==> src/rtl/dsi_serial_rx.sv <==
// -----------------------------------------------------------------------------
// dsi_serial_rx
//
// Purpose:
//   Receive-side checker for the SerialP/SerialN differential lane. Both lanes
//   are synchronized into the serial clock domain. 8-bit frames are recovered
//   from serial_p (start bit 0, 8 data bits LSB first, stop bit 1). Each frame
//   reports one of two results: a good byte or a framing error. The frame also
//   reports whether the pair was ever non-complementary at a sample point. A
//   wrapping counter tracks the number of good bytes.
//
// Ports:
//   clk        in   serial-domain clock; all logic on the rising edge
//   rst        in   asynchronous active-low reset
//   serial_p   in   positive lane (async to clk, idle high); data source
//   serial_n   in   negative lane (async to clk), nominally ~serial_p
//   rx_data    out  last good byte, held until the next good frame
//   rx_valid   out  one-cycle pulse when rx_data has been updated
//   frame_err  out  one-cycle pulse when the stop bit was sampled 0
//   diff_err   out  one-cycle pulse at frame end if any sample saw p == n
//   busy       out  high while the receiver is not idle
//   byte_count out  number of good frames, wraps silently
// -----------------------------------------------------------------------------
module dsi_serial_rx #(
  parameter int CLKS_PER_BIT = 8,
  parameter int COUNT_W      = 16
) (
  input  logic               clk,
  input  logic               rst,
  input  logic               serial_p,
  input  logic               serial_n,
  output logic [7:0]         rx_data,
  output logic               rx_valid,
  output logic               frame_err,
  output logic               diff_err,
  output logic               busy,
  output logic [COUNT_W-1:0] byte_count
);

  localparam int CNT_W = $clog2(CLKS_PER_BIT);
  localparam logic [CNT_W-1:0] HALF_LAST = CNT_W'(CLKS_PER_BIT / 2 - 1);
  localparam logic [CNT_W-1:0] BIT_LAST  = CNT_W'(CLKS_PER_BIT - 1);

  typedef enum logic [1:0] {
    S_IDLE,
    S_START,
    S_DATA,
    S_STOP
  } state_t;

  // Two-flop synchronizers, lane 0 = serial_p, lane 1 = serial_n.
  logic [1:0] lane_in;
  logic [1:0] sync_a_q;
  logic [1:0] sync_b_q;

  assign lane_in = {serial_n, serial_p};

  genvar gi;
  generate
    for (gi = 0; gi < 2; gi++) begin : g_sync
      always_ff @(posedge clk or negedge rst) begin
        if (!rst) begin
          sync_a_q[gi] <= 1'b0;
          sync_b_q[gi] <= 1'b0;
        end else begin
          sync_a_q[gi] <= lane_in[gi];
          sync_b_q[gi] <= sync_a_q[gi];
        end
      end
    end
  endgenerate

  logic sync_p;
  logic sync_n;
  logic pair_eq;

  assign sync_p  = sync_b_q[0];
  assign sync_n  = sync_b_q[1];
  assign pair_eq = (sync_p == sync_n);

  // prev resets to 0 so a line held low out of reset never looks like a start edge.
  logic prev_q;

  always_ff @(posedge clk or negedge rst) begin
    if (!rst) begin
      prev_q <= 1'b0;
    end else begin
      prev_q <= sync_p;
    end
  end

  state_t             state_q;
  logic [CNT_W-1:0]   cnt_q;
  logic [2:0]         bit_idx_q;
  logic [7:0]         shift_q;
  logic               flag_q;
  logic [7:0]         rx_data_q;
  logic               rx_valid_q;
  logic               frame_err_q;
  logic               diff_err_q;
  logic               busy_q;
  logic [COUNT_W-1:0] count_q;

  always_ff @(posedge clk or negedge rst) begin
    if (!rst) begin
      state_q     <= S_IDLE;
      cnt_q       <= '0;
      bit_idx_q   <= '0;
      shift_q     <= '0;
      flag_q      <= 1'b0;
      rx_data_q   <= '0;
      rx_valid_q  <= 1'b0;
      frame_err_q <= 1'b0;
      diff_err_q  <= 1'b0;
      busy_q      <= 1'b0;
      count_q     <= '0;
    end else begin
      // Result pulses last exactly one cycle.
      rx_valid_q  <= 1'b0;
      frame_err_q <= 1'b0;
      diff_err_q  <= 1'b0;

      case (state_q)
        S_IDLE: begin
          // A start edge is accepted even in the cycle the previous frame's
          // result pulse is being presented, so zero-gap frames work.
          if (!sync_p && prev_q) begin
            state_q <= S_START;
            cnt_q   <= '0;
            flag_q  <= 1'b0;
            busy_q  <= 1'b1;
          end
        end

        S_START: begin
          if (cnt_q == HALF_LAST) begin
            cnt_q <= '0;
            if (sync_p) begin
              // Line already back high at mid-bit: a glitch, drop silently.
              state_q <= S_IDLE;
              busy_q  <= 1'b0;
            end else begin
              state_q   <= S_DATA;
              bit_idx_q <= '0;
              if (pair_eq) begin
                flag_q <= 1'b1;
              end
            end
          end else begin
            cnt_q <= cnt_q + CNT_W'(1);
          end
        end

        S_DATA: begin
          if (cnt_q == BIT_LAST) begin
            cnt_q              <= '0;
            shift_q[bit_idx_q] <= sync_p;
            if (pair_eq) begin
              flag_q <= 1'b1;
            end
            if (bit_idx_q == 3'd7) begin
              state_q <= S_STOP;
            end else begin
              bit_idx_q <= bit_idx_q + 3'd1;
            end
          end else begin
            cnt_q <= cnt_q + CNT_W'(1);
          end
        end

        S_STOP: begin
          if (cnt_q == BIT_LAST) begin
            cnt_q   <= '0;
            state_q <= S_IDLE;
            busy_q  <= 1'b0;
            // The stop sample itself also takes part in the pair check.
            diff_err_q <= flag_q | pair_eq;
            if (sync_p) begin
              rx_data_q  <= shift_q;
              rx_valid_q <= 1'b1;
              count_q    <= count_q + COUNT_W'(1);
            end else begin
              frame_err_q <= 1'b1;
            end
          end else begin
            cnt_q <= cnt_q + CNT_W'(1);
          end
        end

        default: begin
          state_q <= S_IDLE;
          busy_q  <= 1'b0;
        end
      endcase
    end
  end

  assign rx_data    = rx_data_q;
  assign rx_valid   = rx_valid_q;
  assign frame_err  = frame_err_q;
  assign diff_err   = diff_err_q;
  assign busy       = busy_q;
  assign byte_count = count_q;

endmodule

==> config.mk <==
export PLATFORM = sky130hd
export DESIGN_NAME = dsi_serial_rx
export DESIGN_NICKNAME = d
export VERILOG_FILES = /design/src/rtl/dsi_serial_rx.sv
export SDC_FILE = /design/constraint.sdc
export NUM_CORES = 1
export LEC_CHECK = 0
export ABC_AREA = 1
export BUFFER_PORTS_ARGS = -buffer_cell sky130_fd_sc_hd__buf_2
export CORE_AREA = 4 4 58 99
export DETAILED_ROUTE_END_ITERATION = 12
export DIE_AREA = 0 0 62 103
export PLACE_DENSITY = 0.69
export SYNTH_ARGS = -nofsm -noshare
export SYNTH_HDL_FRONTEND = slang
export SYNTH_SLANG_ARGS = --single-unit
==> constraint.sdc <==
create_clock -name clk -period 4.47 [get_ports clk]
set_clock_uncertainty 0.15 [all_clocks]
set_input_delay 0.2235 -clock clk [delete_from_list [all_inputs] [get_ports clk]]
set_output_delay 0.2235 -clock clk [all_outputs]
set_load 0.01 [all_outputs]
==> summary.txt, run 1 <==
Setup path
  • CP bufs+invs: 0
  • Critical path peak fanout: 13
  • Crit path DAT: 1.94 ns
  • CP Depth: 7
  • Worst-path cell with the longest stage delay: dfrtp_1
  • Worst reg2reg path depth: 7
  • Max incr delay on CP: 0.46 ns
  • Reg2reg end: byte_count[11]$_DFFE_PN0P_
  • CP cell instances: ha_1 > nand2_2 > nor2_4 > nand2_4 > nor2_4 > nand2_1 > xnor2_1
  • Crit Reg-Reg Startpoint: state_q[0]$_DFFE_PN0P_
  • Most used cell, CP: nor2_4
  • Worst setup path class: reg2reg
  • Req. time, crit path: 4.52 ns
  • Reg2reg setup slack: 2.58 ns
  • CP Capture Type: register
  • Critical path startpoint category: register
  • Critical path's top delay family: simple AND/OR/NAND/NOR gates

Yosys
  • Synth Cell Area: 2400 sq um
  • Syn Nets: 289
  • FF+latch count, synth: 50
  • Syn Area/Cell: 8.78 sq um
  • Register area share after synthesis: 0.522
  • Synth warn: 0
  • Synth Instances: 273
  • Cell variety after synth: 24

Layout
  • Most frequent cells in the layout: nand2_1, dfrtp_1, buf_2
  • Fillers: 469
  • FF/Latch Area: 1250 sq um
  • Commonest non-fill, non-tap cell in the layout: nand2_1
  • Area of the multi-input gates: 1010 sq um
  • Final Net Count: 328
  • Layout area overhead: 15.2%
  • Diode count: 0
  • Fin cells: 367
  • Share of cells above drive strength 1: 0.166

Die
  • Die H: 103 um
  • # IOs: 32
  • Starting Density: 0.481
  • Core Area: 4980 sq um
  • Die W: 62 um
  • Die area: 6390 sq um
  • Row count: 34

Drt
  • Initial drt markers: 65
  • Vias/cell: 5.08
  • Via count: 1863
  • Drc violations: 0
  • Pre-antenna DRT Iters: 4
  • Routed WL per cell: 13.2 um
  • Routed WL: 4840 um
  • DRT antenna net count: 0

Clocking
  • Post-CTS Setup Bufs: 0
  • Cts hold-fix bufs: 3
  • CTS tree: yes
  • Clock slew at reported path FFs: 0.09 ns
  • Cts repair resizes: 0
  • Clock sinks: 50
  • # H-tree levels: 2
  • Skew-Pair Late Insertion Delay: 0.30 ns
  • Inserted Clock Buffers: 5
  • CTS Buffer Depth: 2
  • Clock root buffer: clkbuf_8

STA
  • TNS Setup: 0 ns
  • PnR worst setup slack: 2.58 ns
  • Fin. Hold Viols: 0
  • Final slew viol count: 0
  • Endpoints failing setup: 0
  • Relative max-transition margin: 0.589
  • Fmax: 528 MHz
  • Worst Max-Slew Pin Slew: 0.616 ns
  • Tcrit/Tclk final: 0.423
  • Post-layout min period: 1.89 ns
  • RSZ-0062 raised after global routing: no

Job
  • Max Cap Violations: 0

Hold path
  • Hold Path Sink: sync_n$_DFF_PN0_
  • Hold Path Origin: sync_a_q[1]$_DFF_PN0_
  • WHS Path Cells: 0
  • Worst min path class: reg2reg

Global route
  • Largest net degree at the start of global routing: 51
  • Vias in the first global route: 1838
  • First-pass GRT wire length: 8250 um
  • GRT Total Usage: 0.174
  • Initial antenna violation count: 0
  • Gr ovfl total: 0

Power and ir drop
  • Static Leakage: 1.48 nW
  • Max VDD drop: 0.383 mV
  • Total power: 1.09 mW
  • Pwr Density: 395 nW/um^2

Placed design
  • Post-DP HPWL: 3690 um
  • IO buf count: 31
  • Placed Cells: 356
  • GPL Wtd Cong: 0.940
  • Worst slack at placement: 2.55 ns

Outcome
  • Status: finished, final reports clean
[synthesized netlist by cell type]
master | count | area [sq um]
xor2_1 | 6 | 52.6
buf_4 | 1 | 7.51
inv_2 | 3 | 11.3
nand3_1 | 13 | 65.1
nor2_8 | 1 | 20.0
a21oi_1 | 3 | 15.0
nor3_4 | 1 | 16.3
buf_2 | 2 | 10.0
nor2_4 | 2 | 22.5
nor2_1 | 20 | 75.1
nand2_4 | 2 | 22.5
nand4_1 | 9 | 56.3
xnor2_1 | 4 | 35.0
dfrtp_1 | 50 | 1250
o21ai_0 | 14 | 70.1
o31ai_1 | 1 | 7.51
nand2_2 | 2 | 12.5
ha_1 | 12 | 150
o21ai_1 | 8 | 40.0
inv_1 | 28 | 105
nor2_2 | 1 | 6.26
nor3_1 | 5 | 25.0
clkinv_1 | 1 | 3.75
nand2_1 | 84 | 315
[final cells by class]
class	instances	share of cell area
Sequential cell	50	0.453
Multi-Input combinational cell	188	0.365
Timing Repair Buffer	35	0.0698
Inverter	32	0.0435
Clock buffer	6	0.0299
Tap cell	54	0.0245
Clock inverter	2	0.0141
[routing by layer]
layer	GRT usage	vias up	wire length, um	part of all wire
li1	-	945	-	-
met1	0.177	868	1810	0.37
met2	0.315	38	2710	0.56
met3	0.0351	12	168	0.035
met4	0.0931	0	148	0.031
met5	0	-	0	0
[report_power, final]
part / internal [mW] / leakage, nW / total [mW] / switching [mW]
Combinational: 0.0798 / 0.743 / 0.239 / 0.160
Sequential: 0.482 / 0.679 / 0.513 / 0.0304
Clock: 0.184 / 0.0618 / 0.337 / 0.153
[registers in the layout, summed over array words and instances, names as in the netlist, named ones only]
name	cells
byte_count	16
cnt_q	3
frame_err	1
sync_a_q	2
sync_n	1
rx_valid	1
shift_q	8
flag_q	1
bit_idx_q	3
sync_p	1
prev_q	1
busy	1
rx_data	8
diff_err	1
state_q	1
[worst register-to-register path, cell delays in order, from the launching register on]
cell and delay (ns):
dfrtp_1 0.46, ha_1 0.30, nand2_2 0.09, nor2_4 0.32, nand2_4 0.13, nor2_4 0.14
nand2_1 0.08, xnor2_1 0.13
[cell families after synthesis]
kind of cell | Yosys count | synth area share
and+or+nand+nor | 140 | 0.266
AOI/OAI and AO/OA | 26 | 0.0554
xor gates and xnor gates | 10 | 0.0366
buffers and inverters | 35 | 0.0574
DFF | 50 | 0.522
adders and majority gates | 12 | 0.0627
[stage by stage]
stage               area, sq um   util  hold WS [ns]
finish                     2760  0.555         0.207
global route               2760  0.555         0.225
CTS                        2760  0.555         0.210
detailed placement         2610  0.524         0.183
global placement           2610  0.524         0.181
floorplan                  2400      -        -0.222
[how the worst max path moves through the flow]
stage,slack (ns),end,startpoint
after global routing,2.39,shift_q[4]$_DFFE_PN0P_,state_q[0]$_DFFE_PN0P_
after floorplan,2.87,shift_q[0]$_DFFE_PN0P_,state_q[0]$_DFFE_PN0P_
after detailed placement,2.55,byte_count[11]$_DFFE_PN0P_,state_q[0]$_DFFE_PN0P_
after global placement,2.62,byte_count[11]$_DFFE_PN0P_,state_q[0]$_DFFE_PN0P_
after CTS,2.56,byte_count[11]$_DFFE_PN0P_,state_q[0]$_DFFE_PN0P_
final,2.58,byte_count[11]$_DFFE_PN0P_,state_q[0]$_DFFE_PN0P_
No activity file was read; power rests on OpenSTA's default activity.
==> run 2: changes to the inputs <==
- PLACE_DENSITY: 0.69 -> 0.71
- clock period: 4.47 -> 1.64 ns (I/O delays scaled with it)
==> run 2 against run 1 <==
Against the previous run:
- the flow now finishes with violations (setup timing)
- die area did not move
- flip-flop and latch count unchanged
- maximum frequency is 15% higher
- cell area grew 10%
- critical path type unchanged
- critical endpoint is now byte_count[6]$_DFFE_PN0P_
- largest cell class unchanged
- largest power group unchanged
==> summary.txt, run 2 (synthesis results as in run 1) <==
Global route
  • Initial antenna violation count: 0 (unchanged)
  • Vias in the first global route: 1961 (+6.7%)
  • First-pass GRT wire length: 8420 um (+2.2%)
  • GRT Total Usage: 0.172 (-0.00218)
  • Gr ovfl total: 0 (unchanged)
  • Largest net degree at the start of global routing: 21 (-59%)

Drt
  • Via count: 2015 (+8.2%)
  • Routed WL per cell: 13.6 um (+2.8%)
  • Uppermost layer routed: met4
  • Wire length on met3: 212 um (+26%)
  • Met2 routed WL: 2910 um (+7.4%)
  • Vias/cell: 5.18 (+2.0%)
  • Pre-antenna DRT Iters: 4 (unchanged)
  • Drc violations: 0 (unchanged)
  • Routed WL: 5270 um (+8.9%)
  • Wire length on met1: 1930 um (+6.5%)
  • Initial drt markers: 73 (+12%)
  • DRT antenna net count: 0 (unchanged)

Job
  • Max Cap Violations: 0 (unchanged)

Setup path
  • Crit Reg-Reg Startpoint: state_q[0]$_DFFE_PN0P_
  • Worst Setup SP: state_q[0]$_DFFE_PN0P_
  • CP endpoint: byte_count[6]$_DFFE_PN0P_
  • Critical path startpoint category: register
  • Reg2reg setup slack: -0.009 ns (-2.59 ns)
  • Reg2reg end: byte_count[6]$_DFFE_PN0P_
  • Max incr delay on CP: 0.44 ns (-0.02 ns)
  • Crit path DAT: 1.73 ns (-0.21 ns)
  • Critical path's top delay family: simple AND/OR/NAND/NOR gates
  • CP bufs+invs: 1 (+1)
  • Worst-path cell with the longest stage delay: dfrtp_1
  • CP Depth: 7 (unchanged)
  • CP cell instances: ha_2 > nand2_2 > nor2_4 > nand2_4 > nor2_8 > buf_4 > xor2_1
  • Worst reg2reg path depth: 7 (unchanged)
  • Req. time, crit path: 1.72 ns (-2.80 ns)
  • Critical path peak fanout: 6 (-7)
  • Worst setup path class: reg2reg
  • CP Capture Type: register

Outcome
  • Failing checks: setup timing
  • Status: complete, but fails checks

Hold path
  • Worst min path class: in2async

Die
  • Starting Density: 0.481 (unchanged)
  • Core Area: 4980 sq um (unchanged)
  • # IOs: 32 (unchanged)
  • Die area: 6390 sq um (unchanged)
  • Die W: 62 um (unchanged)
  • Die H: 103 um (unchanged)
  • Row count: 34 (unchanged)

STA
  • Tcrit/Tclk final: 1.01 (+0.582)
  • Endpoints failing setup: 1 (+1)
  • PnR worst setup slack: -0.00897 ns (-2.59 ns)
  • Post-layout min period: 1.65 ns (-0.244 ns)
  • Final slew viol count: 0 (unchanged)
  • Relative max-transition margin: 0.707 (+0.118)
  • Worst Max-Slew Pin Slew: 0.439 ns (-0.177 ns)
  • Fmax: 606 MHz (+15%)
  • Fin. Hold Viols: 0 (unchanged)
  • RSZ-0062 raised after global routing: yes

Power and ir drop
  • Pwr Density: 1070 nW/um^2 (+170%)
  • Max VDD drop: 0.943 mV (+150%)
  • Total power: 3.26 mW (+200%)
  • Static Leakage: 1.60 nW (+8.1%)

Layout
  • Finished Cell Area: 3050 sq um (+10%)
  • Utilization after layout: 0.613 (+0.0581)
  • Final Net Count: 350 (+6.7%)
  • Share of cells above drive strength 1: 0.310 (+0.144)
  • Area of the multi-input gates: 1130 sq um (+12%)
  • Max reg flops: 16 (unchanged)
  • Layout area overhead: 27.3%
  • Fillers: 429 (-8.5%)
  • Diode count: 0 (unchanged)
  • FF/Latch Area: 1250 sq um (+0.20%)
  • Commonest non-fill, non-tap cell in the layout: nand2_1
  • Most frequent cells in the layout: nand2_1, dfrtp_1, buf_2

Clocking
  • Skew-Pair Late Insertion Delay: 0.30 ns (about the same)
  • Clock slew at reported path FFs: 0.09 ns (about the same)
  • Inserted Clock Buffers: 5 (unchanged)
  • Clock root buffer: clkbuf_8
  • Clock sinks: 50 (unchanged)
  • # H-tree levels: 2 (unchanged)
  • CTS tree: yes
  • CTS Buffer Depth: 2 (unchanged)

Placed design
  • Post-DP HPWL: 3840 um (+4.1%)
  • IO buf count: 31 (unchanged)
  • GPL Wtd Cong: 0.851 (-9.5%)
  • Placement Cell Area: 2720 sq um (+4.3%)
## run 2: changes by cell type in the layout (fill, tap and decap cells not counted), moves of 5 or more
cell / delta
buf_4: +20
ha_1: -9
nand2_1: -8
nand2_2: +6
ha_2: +5
## run 2: worst register-to-register path, stage by stage, from the launching register on
cell     delay [ns]
dfrtp_1        0.44
ha_2           0.22
nand2_2        0.07
nor2_4         0.19
nand2_4        0.11
nor2_8         0.15
buf_4          0.13
xor2_1         0.13
## run 2: where the power goes
group	leakage [nW]	internal [mW]	total (mW)	switching (mW)
Clock	0.0585	0.458	0.881	0.423
Sequential	0.676	1.32	1.41	0.0935
Combinational	0.869	0.413	0.962	0.549
## run 2: metrics by stage
step	setup TNS (ns)	hold slack, ns	worst slack [ns]	cells
3_3_place_gp	0	-0.104	0.0205	371
3_5_place_dp	-0.0836	-0.0986	-0.0254	371
6_report	-0.00897	0.0960	-0.00897	389
2_1_floorplan	0	-0.364	0.0362	273
4_1_cts	-0.00870	0.107	-0.00870	383
5_1_grt	-1.12	0.150	-0.112	389
## run 2: timing repair
item / in CTS / in global routing
endpoints found under the hold margin: 35 / 0
gates resized for setup: 6 / 34
setup endpoints to repair: 10 / 30
hold buffers: 3 / 0
pin swaps: 2 / 9
setup buffers: 1 / 6
## run 2: final cells by class
class / instances / area share
sequential: 50 / 0.411
inverter: 32 / 0.0394
clock inverter: 3 / 0.0144
tap: 54 / 0.0222
multi-input combinational: 188 / 0.371
timing repair buffer: 57 / 0.120
clock buffer: 5 / 0.0226
## run 2: worst min path at each step
stage	startpoint	end	slack, ns
floorplan	rst	asynchronous set/reset pin	-0.36
global placement	rst	byte_count[8]$_DFFE_PN0P_	-0.10
detailed placement	rst	byte_count[7]$_DFFE_PN0P_	-0.1
CTS	rst	byte_count[8]$_DFFE_PN0P_	0.11
global route	rst	byte_count[8]$_DFFE_PN0P_	0.15
finish	rst	byte_count[8]$_DFFE_PN0P_	0.1
## run 2: per-layer routing
| layer | up-vias | GRT usage |
|---|---|---|
| met5 | - | 0 |
| met4 | 0 | 0.0719 |
| met3 | 21 | 0.0288 |
| met2 | 57 | 0.323 |
| met1 | 951 | 0.177 |
| li1 | 986 | - |
==> run 3: changes to the inputs <==
--- a/config.mk
+++ b/config.mk
@@ -12,3 +12,3 @@
 export DIE_AREA = 0 0 62 103
-export PLACE_DENSITY = 0.71
+export PLACE_DENSITY = 0.69
 export SYNTH_ARGS = -nofsm -noshare
==> constraint.sdc (replaced) <==
create_clock -name clk -period 1.6 [get_ports clk]
set_clock_uncertainty 0.15 [all_clocks]
set_input_delay 0.32 -clock clk [delete_from_list [all_inputs] [get_ports clk]]
set_output_delay 0.32 -clock clk [all_outputs]
set_load 0.01 [all_outputs]
==> run 3 against run 2 <==
Against the previous run:
- the flow still finishes with violations (setup timing)
- count of clock-buffer cells in the layout stayed put
- cell area is 2.8% higher
- first-iteration DRC count is 5.5% lower
- highest routed layer unchanged
- core utilization is 1.7 points higher
- register-to-register slack worse by 0.03 ns
- clock power is 2% higher
- combinational power is 12% higher
- die area stayed put
- power is 5.0% higher
- global-route usage is 0.71 points higher
==> summary.txt, run 3 (synthesis results as in run 1) <==
Power and ir drop
  • Static Leakage: 1.65 nW (+2.9%)
  • Pwr Density: 1090 nW/um^2 (+2.1%)
  • Max VDD drop: 1.16 mV (+23%)

Global route
  • Met2 global-route usage: 0.326 (+0.00319)
  • M3 GR Usage: 0.0263 (-0.00251)
  • Vias in the first global route: 1927 (-1.7%)
  • GRT Total Usage: 0.179 (+0.00706)
  • Gr ovfl total: 0 (unchanged)
  • First-pass GRT wire length: 8610 um (+2.2%)
  • Initial antenna violation count: 0 (unchanged)
  • M1 GR Usage: 0.196 (+0.0188)
  • Gr busiest metal: met2
  • Largest net degree at the start of global routing: 37 (+76%)

Clocking
  • CTS Buffer Depth: 2 (unchanged)
  • Clock sinks: 50 (unchanged)
  • Clock slew at reported path FFs: 0.09 ns (about the same)
  • # H-tree levels: 2 (unchanged)
  • Inserted Clock Buffers: 5 (unchanged)
  • Skew-Pair Late Insertion Delay: 0.30 ns (about the same)
  • CTS tree: yes
  • Clock root buffer: clkbuf_8

Placed design
  • GPL Wtd Cong: 0.944 (+11%)
  • Placed Cells: 377 (+1.6%)
  • Post-DP HPWL: 3770 um (-1.8%)
  • IO buf count: 31 (unchanged)
  • Worst slack at placement: -0.0530 ns (-0.0276 ns)

Hold path
  • Hold Path Sink: sync_p$_DFF_PN0_
  • Hold Path Origin: sync_a_q[0]$_DFF_PN0_
  • WHS Path Cells: 0
  • Worst min path class: reg2reg

Drt
  • DRT antenna net count: 0 (unchanged)
  • Pre-antenna DRT Iters: 4 (unchanged)
  • Drc violations: 0 (unchanged)
  • Routed WL per cell: 13.4 um (-0.89%)
  • Initial drt markers: 69 (-5.5%)
  • Routed WL: 5290 um (+0.38%)
  • Via count: 2037 (+1.1%)
  • Vias/cell: 5.17 (-0.19%)

Layout
  • Max reg flops: 16 (unchanged)
  • Commonest non-fill, non-tap cell in the layout: nand2_1
  • Share of cells above drive strength 1: 0.324 (+0.0131)
  • Most frequent cells in the layout: nand2_1, dfrtp_1, buf_2
  • Layout area overhead: 30.8%
  • Diode count: 0 (unchanged)
  • Final Net Count: 355 (+1.4%)
  • Fin cells: 394 (+1.3%)

Setup path
  • Crit path DAT: 1.67 ns (-0.06 ns)
  • Critical path startpoint category: register
  • CP Capture Type: register
  • Reg2reg end: bit_idx_q[0]$_DFFE_PN0P_
  • Worst setup path class: reg2reg
  • Worst reg2reg path depth: 8 (+1)
  • Critical path peak fanout: 6 (unchanged)
  • Req. time, crit path: 1.63 ns (-0.09 ns)
  • Crit Reg-Reg Startpoint: state_q[0]$_DFFE_PN0P_
  • Reg2reg setup slack: -0.04 ns (-0.03 ns)

STA
  • Endpoints failing setup: 3 (+2)
  • Fin. Hold Viols: 0 (unchanged)
  • Fmax: 611 MHz (+0.78%)
  • PnR worst setup slack: -0.0362 ns (-0.0273 ns)
  • Worst Max-Slew Pin Slew: 0.388 ns (-0.0513 ns)
  • RSZ-0062 raised after global routing: yes
  • Hold Slack: 0.205 ns (+0.109 ns)
  • Post-layout min period: 1.64 ns (-0.0127 ns)
  • Final slew viol count: 0 (unchanged)
  • Tcrit/Tclk final: 1.02 (+0.0172)
  • Relative max-transition margin: 0.741 (+0.0342)

Die
  • Die W: 62 um (unchanged)
  • # IOs: 32 (unchanged)
  • Starting Density: 0.481 (unchanged)
  • Die area: 6390 sq um (unchanged)
  • Die H: 103 um (unchanged)
  • Row count: 34 (unchanged)
  • Core Area: 4980 sq um (unchanged)

Outcome
  • Failing checks: setup timing
  • Status: complete, but fails checks

Job
  • Max Cap Violations: 0 (unchanged)
run 3: cell count changes in the layout (fill, tap and decap cells not counted), moves of 2 or more:
cell	delta
nand2_2	-3
buf_4	+4
nand2_1	+3
nor2_1	-2
nor2_4	+2
run 3: worst max-delay path, stage by stage, from the launching register on:
cell,delay (ns)
dfrtp_2,0.46
buf_6,0.14
ha_4,0.16
nand2_1,0.06
nand2_1,0.05
clkinv_1,0.07
nand4_1,0.24
nand2_1,0.13
o21ai_1,0.07
run 3: cell type report:
type	instances	area [sq um]
fill	410	1840
sequential	50	1250
multi-input combinational	188	1160
timing repair buffer	62	415
inverter	32	120
clock buffer	5	68.8
tap	54	67.6
clock inverter	3	43.8
run 3: through the flow:
stage | TNS, ns | power [mW] | area [sq um] | util
final | -0.0946 | 3.42 | 3130 | 0.630
after global routing | -1.28 | 3.62 | 3130 | 0.630
after CTS | -0.205 | 3.30 | 3020 | 0.608
after detailed placement | -0.333 | 2.31 | 2780 | 0.559
after global placement | -0.167 | 2.30 | 2780 | 0.559
after floorplan | 0 | 1.92 | 2400 | -
run 3: metal layers:
metal  share of wire  routed length, um  vias up
met3           0.043                227       17
met1            0.36               1930      958
li1                -                  -     1000
met4           0.038                203        0
met5               0                  0        -
met2            0.55               2930       62
run 3: worst max-delay path by stage:
stage	from	to	slack, ns	cells past startpoint
after floorplan	state_q[0]$_DFFE_PN0P_	byte_count[11]$_DFFE_PN0P_	0.02	7
after global placement	register	byte_count[13]$_DFFE_PN0P_	-0.05	8
after detailed placement	state_q[0]$_DFFE_PN0P_	shift_q[4]$_DFFE_PN0P_	-0.05	7
after CTS	state_q[0]$_DFFE_PN0P_	byte_count[11]$_DFFE_PN0P_	-0.05	7
after global routing	state_q[0]$_DFFE_PN0P_	bit_idx_q[1]$_DFFE_PN0P_	-0.15	8
final	state_q[0]$_DFFE_PN0P_	bit_idx_q[0]$_DFFE_PN0P_	-0.04	8
run 3: power by group:
group          switching, mW  leakage [nW]  total (mW)  internal, mW
registers             0.0875         0.676        1.44          1.35
clock network          0.429        0.0585       0.898         0.469
logic                  0.586         0.916        1.08         0.493
run 3: repair_timing:
item / CTS / global route
setup endpoints to repair: 16 / 39
hold buffers: 3 / 0
hold endpoints to repair: 16 / 0
gates cloned: 0 / 0
resized for setup: 20 / 24
buffers inserted: 4 / 2
pin swaps: 9 / 8
